**config.mk**
```make
export PLATFORM = sky130hd
export DESIGN_NAME = ss_arb
export DESIGN_NICKNAME = d
export VERILOG_FILES = /design/src/rtl/ss_pkg.sv /design/src/rtl/rr_pick.sv /design/src/rtl/ss_arb.sv
export SDC_FILE = /design/constraint.sdc
export NUM_CORES = 1
export LEC_CHECK = 0
export CAP_MARGIN = 10
export CORE_AREA = 2 2 43 45
export CTS_CLUSTER_SIZE = 25
export DETAILED_ROUTE_END_ITERATION = 6
export DIE_AREA = 0 0 45 47
export PLACE_DENSITY = 0.72
export SLEW_MARGIN = 0
export SYNTH_ARGS = -nofsm -noshare
export SYNTH_HDL_FRONTEND = slang
export SYNTH_HIERARCHICAL = 1
export SYNTH_SLANG_ARGS = --single-unit
```
**constraint.sdc**
```tcl
create_clock -name i_clk -period 2.05 [get_ports i_clk]
set_clock_uncertainty 0.1 [all_clocks]
set_input_delay 0.3075 -clock i_clk [delete_from_list [all_inputs] [get_ports i_clk]]
set_output_delay 0.3075 -clock i_clk [all_outputs]
set_load 0.005 [all_outputs]
```
**src/rtl/ss_pkg.sv**
```systemverilog
// Shared definitions for the stretched-pulse arbiter: FSM encoding and width helpers.
package ss_pkg;

    typedef enum logic {
        ST_IDLE  = 1'b0,
        ST_PULSE = 1'b1
    } ss_state_e;

    // Bits needed to hold the pulse counter value n.
    function automatic int cnt_width(input int n);
        return $clog2(n + 32'sd1);
    endfunction

    // Bits needed to index n requesters, never less than one.
    function automatic int idx_width(input int n);
        return (n < 32'sd2) ? 32'sd1 : $clog2(n);
    endfunction

endpackage

```
**src/rtl/rr_pick.sv**
```systemverilog
// Combinational round-robin search: first eligible index after 'last', wrapping modulo NREQ.
module rr_pick #(
    parameter int NREQ = 4,
    parameter int GW   = 2
) (
    input  logic [NREQ-1:0] eligible,
    input  logic [GW-1:0]   last,
    output logic            valid,
    output logic [GW-1:0]   index
);

    logic [GW-1:0] cand_s;
    logic          hit_s;

    // Walk candidates last+1 .. last+NREQ and keep the first hit.
    always_comb begin
        valid  = 1'b0;
        index  = '0;
        cand_s = '0;
        hit_s  = 1'b0;
        for (int i = 32'sd1; i <= NREQ; i++) begin
            cand_s = GW'((int'(last) + i) % NREQ);
            hit_s  = ~valid & eligible[cand_s];
            index  = hit_s ? cand_s : index;
            valid  = valid | hit_s;
        end
    end

endmodule

```
**src/rtl/ss_arb.sv**
```systemverilog
// Round-robin arbiter that grants one requester at a time a fixed-width stretched pulse
// on a shared timer; a requester must drop its request before it can be granted again.
module ss_arb
    import ss_pkg::*;
#(
    parameter int   NREQ = 4,
    parameter int   N    = 5,
    parameter logic NE   = 1'b0
) (
    input  logic                          i_clk,
    input  logic                          i_reset_n,
    input  logic [NREQ-1:0]               i_req,
    output logic [NREQ-1:0]               o_pulse,
    output logic                          o_busy,
    output logic [idx_width(NREQ)-1:0]    o_grant_id
);

    localparam int GW = idx_width(NREQ);
    localparam int CW = cnt_width(N);
    localparam logic [NREQ-1:0] ONE_HOT0 = {{(NREQ-1){1'b0}}, 1'b1};

    ss_state_e        state_r;
    logic [CW-1:0]    count_r;
    logic [NREQ-1:0]  armed_r;
    logic [NREQ-1:0]  pulse_r;
    logic             busy_r;
    logic [GW-1:0]    grant_r;

    logic [NREQ-1:0]  req_act_s;
    logic [NREQ-1:0]  eligible_s;
    logic             pick_valid_s;
    logic [GW-1:0]    pick_idx_s;
    logic [NREQ-1:0]  pick_mask_s;
    logic [NREQ-1:0]  owner_mask_s;

    assign req_act_s    = i_req ^ {NREQ{NE}};
    assign eligible_s   = armed_r & req_act_s;
    assign pick_mask_s  = pick_valid_s ? (ONE_HOT0 << pick_idx_s) : {NREQ{1'b0}};
    assign owner_mask_s = ONE_HOT0 << grant_r;

    rr_pick #(
        .NREQ (NREQ),
        .GW   (GW)
    ) u_rr_pick (
        .eligible (eligible_s),
        .last     (grant_r),
        .valid    (pick_valid_s),
        .index    (pick_idx_s)
    );

    // Arbitration FSM: owns the shared timer, the arm flags and all registered outputs.
    always_ff @(posedge i_clk or negedge i_reset_n) begin
        if (!i_reset_n) begin
            state_r <= ST_IDLE;
            count_r <= '0;
            armed_r <= {NREQ{1'b1}};
            pulse_r <= {NREQ{NE}};
            busy_r  <= 1'b0;
            grant_r <= GW'(NREQ - 32'sd1);
        end else begin
            case (state_r)
                ST_IDLE: begin
                    armed_r <= (armed_r | ~req_act_s) & ~pick_mask_s;
                    if (pick_valid_s) begin
                        state_r <= ST_PULSE;
                        count_r <= CW'(N);
                        pulse_r <= {NREQ{NE}} ^ pick_mask_s;
                        busy_r  <= 1'b1;
                        grant_r <= pick_idx_s;
                    end else begin
                        pulse_r <= {NREQ{NE}};
                        busy_r  <= 1'b0;
                    end
                end
                ST_PULSE: begin
                    // The owner stays disarmed for the whole pulse even if its request drops.
                    armed_r <= armed_r | (~req_act_s & ~owner_mask_s);
                    if (count_r > CW'(1)) begin
                        count_r <= count_r - CW'(1);
                    end else begin
                        count_r <= '0;
                        state_r <= ST_IDLE;
                        pulse_r <= {NREQ{NE}};
                        busy_r  <= 1'b0;
                    end
                end
                default: begin
                    state_r <= ST_IDLE;
                    count_r <= '0;
                    pulse_r <= {NREQ{NE}};
                    busy_r  <= 1'b0;
                end
            endcase
        end
    end

    assign o_pulse    = pulse_r;
    assign o_busy     = busy_r;
    assign o_grant_id = grant_r;

endmodule

```
# Word-level counts from Yosys, hierarchy flattened
# Cells that the tools add are included.
[totals]
regBits = 15
elab_cells = 64
output_inout_bits = 7
[classes]
n_eq_ne = 2
n_bitwise = 18
addsub = 5
reduce_logical = 1
muxes = 25
magnitude_cmp = 5
n_shift = 2
[ops]
columns = ["operator", "count"]
rows = [
  ["4-bit case mux with 2 select lines", 2],
  ["4-bit bitwise AND", 3],
  ["2-bit by 3-bit < comparator with 1-bit output (second input constant)", 4],
  ["4-bit two-way mux", 3],
  ["4-bit NOT", 3],
  ["1-bit binary-select mux with 2-bit select", 4],
  ["2-bit two-way mux", 4],
  ["4-bit bitwise OR", 2],
  ["1-bit by 2-bit << shifter with 4-bit output (first input constant)", 2],
  ["1-bit two-way mux", 7],
  ["3-bit two-way mux", 2],
  ["3-bit case mux with 2 select lines", 1],
  ["2-bit by 1-bit adder with 2-bit output (second input constant)", 2],
  ["2-bit adder (second input constant)", 2],
  ["2-bit inequality test (second input constant)", 2],
  ["1-bit NOT", 4],
  ["1-bit case mux with 2 select lines", 2],
  ["1-bit bitwise AND", 3],
  ["3-bit by 1-bit > comparator with 1-bit output (second input constant)", 1],
  ["1-bit bitwise OR", 3],
  ["3-bit by 1-bit subtractor with 3-bit output (second input constant)", 1],
  ["2-bit AND reduction", 1],
]

# Depth between registers and ports, before layout
# Gate-level depths: netlist (run 1).
[logic_depth]
ltp_word = 17
ltp_mapped = 7

# By module
# Netlist (run 1), hierarchy kept.
[by_module_without_submodules]
columns = ["mod", "cells_each", "seq_area_each_um2", "n_inst", "area_each_um2"]
rows = [
  ["ss_arb", 64, 382.9, 1, 698.2],
  ["rr_pick", 14, 0.0, 1, 91.3],
]

# Least setup slack after synthesis (run 1)
# OpenSTA, ideal clock, no wires.
[synth_path]
path_kind = "reg-to-reg"
start = "register armed_r[3]"
end = "register pulse_r[2], in the netlist o_pulse[2]"
path_buffers = 0
setup_slack_ps = 442
arrival_time_ps = 1387
path_stages_with_launch = 7
t_required_ps = 1829
setup_time_ps = 121
path_cell_list = "dfstp_2 > and2_1 > and2b_1 > a21oi_2 > o221ai_2 > nor2_1 > a22o_1"
[synth_between]
elab_chain_len = 16
[synth_rtl]
columns = ["item", "line_no", "text"]
rows = [
  ["start, declared", "ss_arb.sv:24", "logic [NREQ-1:0] armed_r;"],
  ["start signal, assigned", "ss_arb.sv:56", "armed_r <= {NREQ{1'b1}};"],
  ["start signal, assigned", "ss_arb.sv:63", "armed_r <= (armed_r | ~req_act_s) & ~pick_mask_s;"],
  ["start signal, assigned", "ss_arb.sv:77", "armed_r <= armed_r | (~req_act_s & ~owner_mask_s);"],
  ["4-bit bitwise AND *", "ss_arb.sv:37", "assign eligible_s = armed_r & req_act_s;"],
  ["named net eligible_s[3]", "ss_arb.sv:30", "logic [NREQ-1:0] eligible_s;"],
  ["1-bit binary-select mux with 2-bit select", "rr_pick.sv:23", "hit_s = ~valid & eligible[cand_s];"],
  ["1-bit two-way mux (not written as such)", "rr_pick.sv:23", ""],
  ["1-bit NOT", "rr_pick.sv:23", ""],
  ["1-bit bitwise AND", "rr_pick.sv:23", ""],
  ["1-bit bitwise OR", "rr_pick.sv:25", "valid = valid | hit_s;"],
  ["1-bit NOT", "rr_pick.sv:23", ""],
  ["(+2 left out)", "n/a", ""],
  ["1-bit NOT", "rr_pick.sv:23", ""],
  ["1-bit bitwise AND", "rr_pick.sv:23", ""],
  ["2-bit two-way mux *", "rr_pick.sv:24", "index = hit_s ? cand_s : index;"],
  ["named net pick_idx_s[0]", "ss_arb.sv:32", "logic [GW-1:0] pick_idx_s;"],
  ["1-bit by 2-bit << shifter with 4-bit output *", "ss_arb.sv:38", "assign pick_mask_s = pick_valid_s ? (ONE_HOT0 << pick_idx_s) : {NREQ{1'b0}};"],
  ["4-bit two-way mux *", "ss_arb.sv:38", ""],
  ["4-bit two-way mux *", "ss_arb.sv:64", "if (pick_valid_s) begin"],
  ["4-bit case mux with 2 select lines *", "ss_arb.sv:61", "case (state_r)"],
  ["end signal, assigned", "ss_arb.sv:57", "pulse_r <= {NREQ{NE}};"],
  ["end signal, assigned", "ss_arb.sv:67", "pulse_r <= {NREQ{NE}} ^ pick_mask_s;"],
  ["end signal, assigned", "ss_arb.sv:71", "pulse_r <= {NREQ{NE}};"],
  ["end, declared", "ss_arb.sv:25", "logic [NREQ-1:0] pulse_r;"],
]
# The timed path passes the listed nets; every way through them passes the cells marked *. The select of a mux whose other input is x is not followed.
# A chain may end at the register's enable or synchronous reset.

# Worst setup path after layout (run 1)
[layout_path]
start = "register grant_r[1], in the netlist o_grant_id[1]"
end = "output port o_grant_id[1]"
[layout_rtl]
columns = ["item", "line_no", "text"]
rows = [
  ["start, declared", "ss_arb.sv:27", "logic [GW-1:0] grant_r;"],
  ["start signal, assigned", "ss_arb.sv:59", "grant_r <= GW'(NREQ - 32'sd1);"],
  ["start signal, assigned", "ss_arb.sv:69", "grant_r <= pick_idx_s;"],
  ["end, declared", "ss_arb.sv:15", "output logic [idx_width(NREQ)-1:0] o_grant_id"],
]
# No word-level cell between the ends.

==> flow_summary.toml, run 1 <==
[final_layout]
drive_gt1_frac = 0.140
fin_area_um2 = 953
fillCellCount = 150
register_area_um2 = 383
antenna_cells = 0
synthToLayoutAreaGrowth_pct = 20.8
final_cell_mix = "12 x clkdlybuf4s50_1, 9 x dfrtp_1, 6 x inv_1, 6 x nor2_1, 6 x dfstp_2"
final_common_cell = "clkdlybuf4s50_1"
multi_input_area_um2 = 373
nNetsFinal = 102

[pwr]
swShare = 0.376
cell_internal_pwr_mw = 0.919
p_comb_frac = 0.476
p_seq_frac = 0.414
finalPower_mw = 1.47
power_density_nw_per_um2 = 1540
ir_drop_uv = 704
pwr-share-clk = 0.110
p_sw_mw = 0.553
p_leak_nw = 0.410

[grt]
grt_pass1_wl_um = 2460
grt.total_usage = 0.160
overflow = 0
antenna_found_initial = 0
grt_pass1_vias = 543
grt_max_degree = 16

[placed_design]
dpl.hpwl_um = 1120
gp_congestion = 0.837
place_area_um2 = 927
io_buffers = 12

[clock_network]
numCtsBuffers = 3
clock_tree.root_cell = "clkbuf_4"
cts_tree = "yes"
cts-resized-gates = 0
hold_buffers = 0
cts_sinks = 15
postCtsSetupBuffers = 0
htree_levels = 1
clkTransAtPathRegs_ns = 0.09
clk_path_buf_depth = 2
clkLatencyLatePin_ns = 0.27

[floorplan]
row_count = 15
fp.dieH_um = 47
ioPinCount = 13
coreArea_um2 = 1650
die_x_um = 45
die-area_um2 = 2120
start_util = 0.478

[timing]
rsz0062_at_grt = "false"
fin_crit_sh = 0.897
setup_viol = 0
relSlewSlack = 0.550
fin_tns_setup_ns = 0
finalHoldViolCount = 0
worstMarginPinSlew_ns = 0.673
report.final.slew_viol_count = 0
fmax_ghz = 0.544
fin_crit_ns = 1.84

[route]
avgRoutedWirePerCell_um = 13.8
avgViaCountPerCell = 5.73
dr.pass1.iters = 6
drt_iter0_markers = 5
final_antenna_net_count = 0
vias = 630
postRouteWirelength_um = 1520
drc = 0

[critical_path]
worstPathRequired_ns = 1.64
worstSetupPathType = "register to output port"
slowest_stage = "dfstp_2"
worst-path-max-fanout = 11
crit_chain = "clkdlybuf4s50_1"
arrival_ns = 1.43
slowest_delay_ns = 0.63
start_kind = "register"
worst-path-buf-inv = 1
end_kind = "output port"
path_delay_family = "flip-flops"

[synthesis]
syn_nets = 86
netlist_instances = 78
synth_warnings = 6
synth-seq-area-share = 0.485
ys_types = 31
synth.largest_area_cell = "dfrtp_1"
ys_ff_latch = 15
synth.avg_cell_area_um2 = 10.1
syn_area_um2 = 790
yosysTopAreaCellShare = 0.285
synth_area_leaders = "dfrtp_1 29%, dfstp_2 20%, a31oi_1 4.0%"

[hold_path]
hold_path.class = "input pin to asynchronous set/reset pin"

[status]
status = "complete, no violations"

[flow_run]
maxCapViolCount = 0
-- registers in the layout, indices dropped and copies added (netlist names) --
register    cells
o_grant_id      2
o_pulse         4
o_busy          1
state_r         1
armed_r         4
count_r         3
-- final cells by class --
type / count / area share
Multi-Input combinational cell: 55 / 0.391
Timing Repair Buffer: 13 / 0.134
Tap cell: 17 / 0.0223
Sequential cell: 15 / 0.402
Clock buffer: 4 / 0.0276
Inverter: 6 / 0.0236
-- power groups by stage --
stage	sequential, mW	clock, mW	combinational, mW
after floorplan	0.575	0	0.491
after global placement	0.615	0	0.693
after detailed placement	0.616	0	0.703
after CTS	0.612	0.166	0.705
after global routing	0.633	0.183	0.780
final	0.610	0.162	0.700
-- metal layers --
| layer | global-route usage | wire length (um) |
|---|---|---|
| met5 | 0 | 0 |
| met4 | 0.0529 | 12 |
| met3 | 0.0231 | 52 |
| met2 | 0.260 | 733 |
| met1 | 0.222 | 716 |
-- per-stage QoR --
stage | setup slack (ns) | utilization | cells | hold WS [ns]
floorplan | 0.442 | - | 78 | -0.0881
global placement | 0.00417 | 0.561 | 106 | 0.376
detailed placement | -0.00728 | 0.561 | 106 | 0.382
CTS | 0.196 | 0.577 | 110 | 0.358
global route | 0.144 | 0.577 | 110 | 0.390
finish | 0.210 | 0.577 | 110 | 0.344
-- logic make-up (layout without fill, tap and decap cells) --
group                      after synthesis  after routing  synth area share
AOI/OAI and AO/OA                       25             25             0.244
and+or+nand+nor                         27             27             0.184
buffers and inverters                    8             23            0.0428
DFF                                     15             15             0.485
muxes                                    1              1            0.0127
adders and majority gates                2              2            0.0317
-- cells in the mapped netlist --
cell type and n:
and2_1 4, nor3_1 2, nor2b_1 2, mux2i_1 1, a32o_1 1, nand2b_1 4
a21oi_1 3, o21a_4 1, clkbuf_1 1, o221ai_2 1, o2bb2ai_1 1, nor2_1 6
o21ba_1 1, dfstp_2 6, nor3b_1 1, dfrtp_1 9, a211o_1 1, o22a_1 1
a21oi_2 1, a31oi_1 5, inv_1 6, nand2_1 5, a22o_1 2, a21o_1 1
o21ai_0 4, and2b_1 2, ha_1 2, nor4b_1 1, buf_4 1, a22oi_1 1
a2bb2oi_1 1
-- path summary, 6_finish.rpt --
check	end	from	slack, ns	cells past startpoint
min	o_pulse[3]$_DFFE_PN0P_	i_reset_n	0.34	1
min in group i_clk	o_pulse[1]$_DFFE_PN0P_	o_pulse[1]$_DFFE_PN0P_	0.40	1
max reg2reg	o_pulse[2]$_DFFE_PN0P_	armed_r[3]$_DFF_PN1_	0.24	6
max in group asynchronous	count_r[0]$_DFFE_PN0P_	i_reset_n	1.08	1
min reg2reg	o_pulse[1]$_DFFE_PN0P_	o_pulse[1]$_DFFE_PN0P_	0.40	1
max	o_grant_id[1]	o_grant_id[1]$_DFFE_PN1P_	0.21	1
(Power assumes the default switching activity.)
==> inputs of run 2 (changes only) <==
Settings changed: CTS_CLUSTER_SIZE 25 to 20.
==> results of run 2 <==
No change in the layout: final DEF, timing and power equal those of run 1.
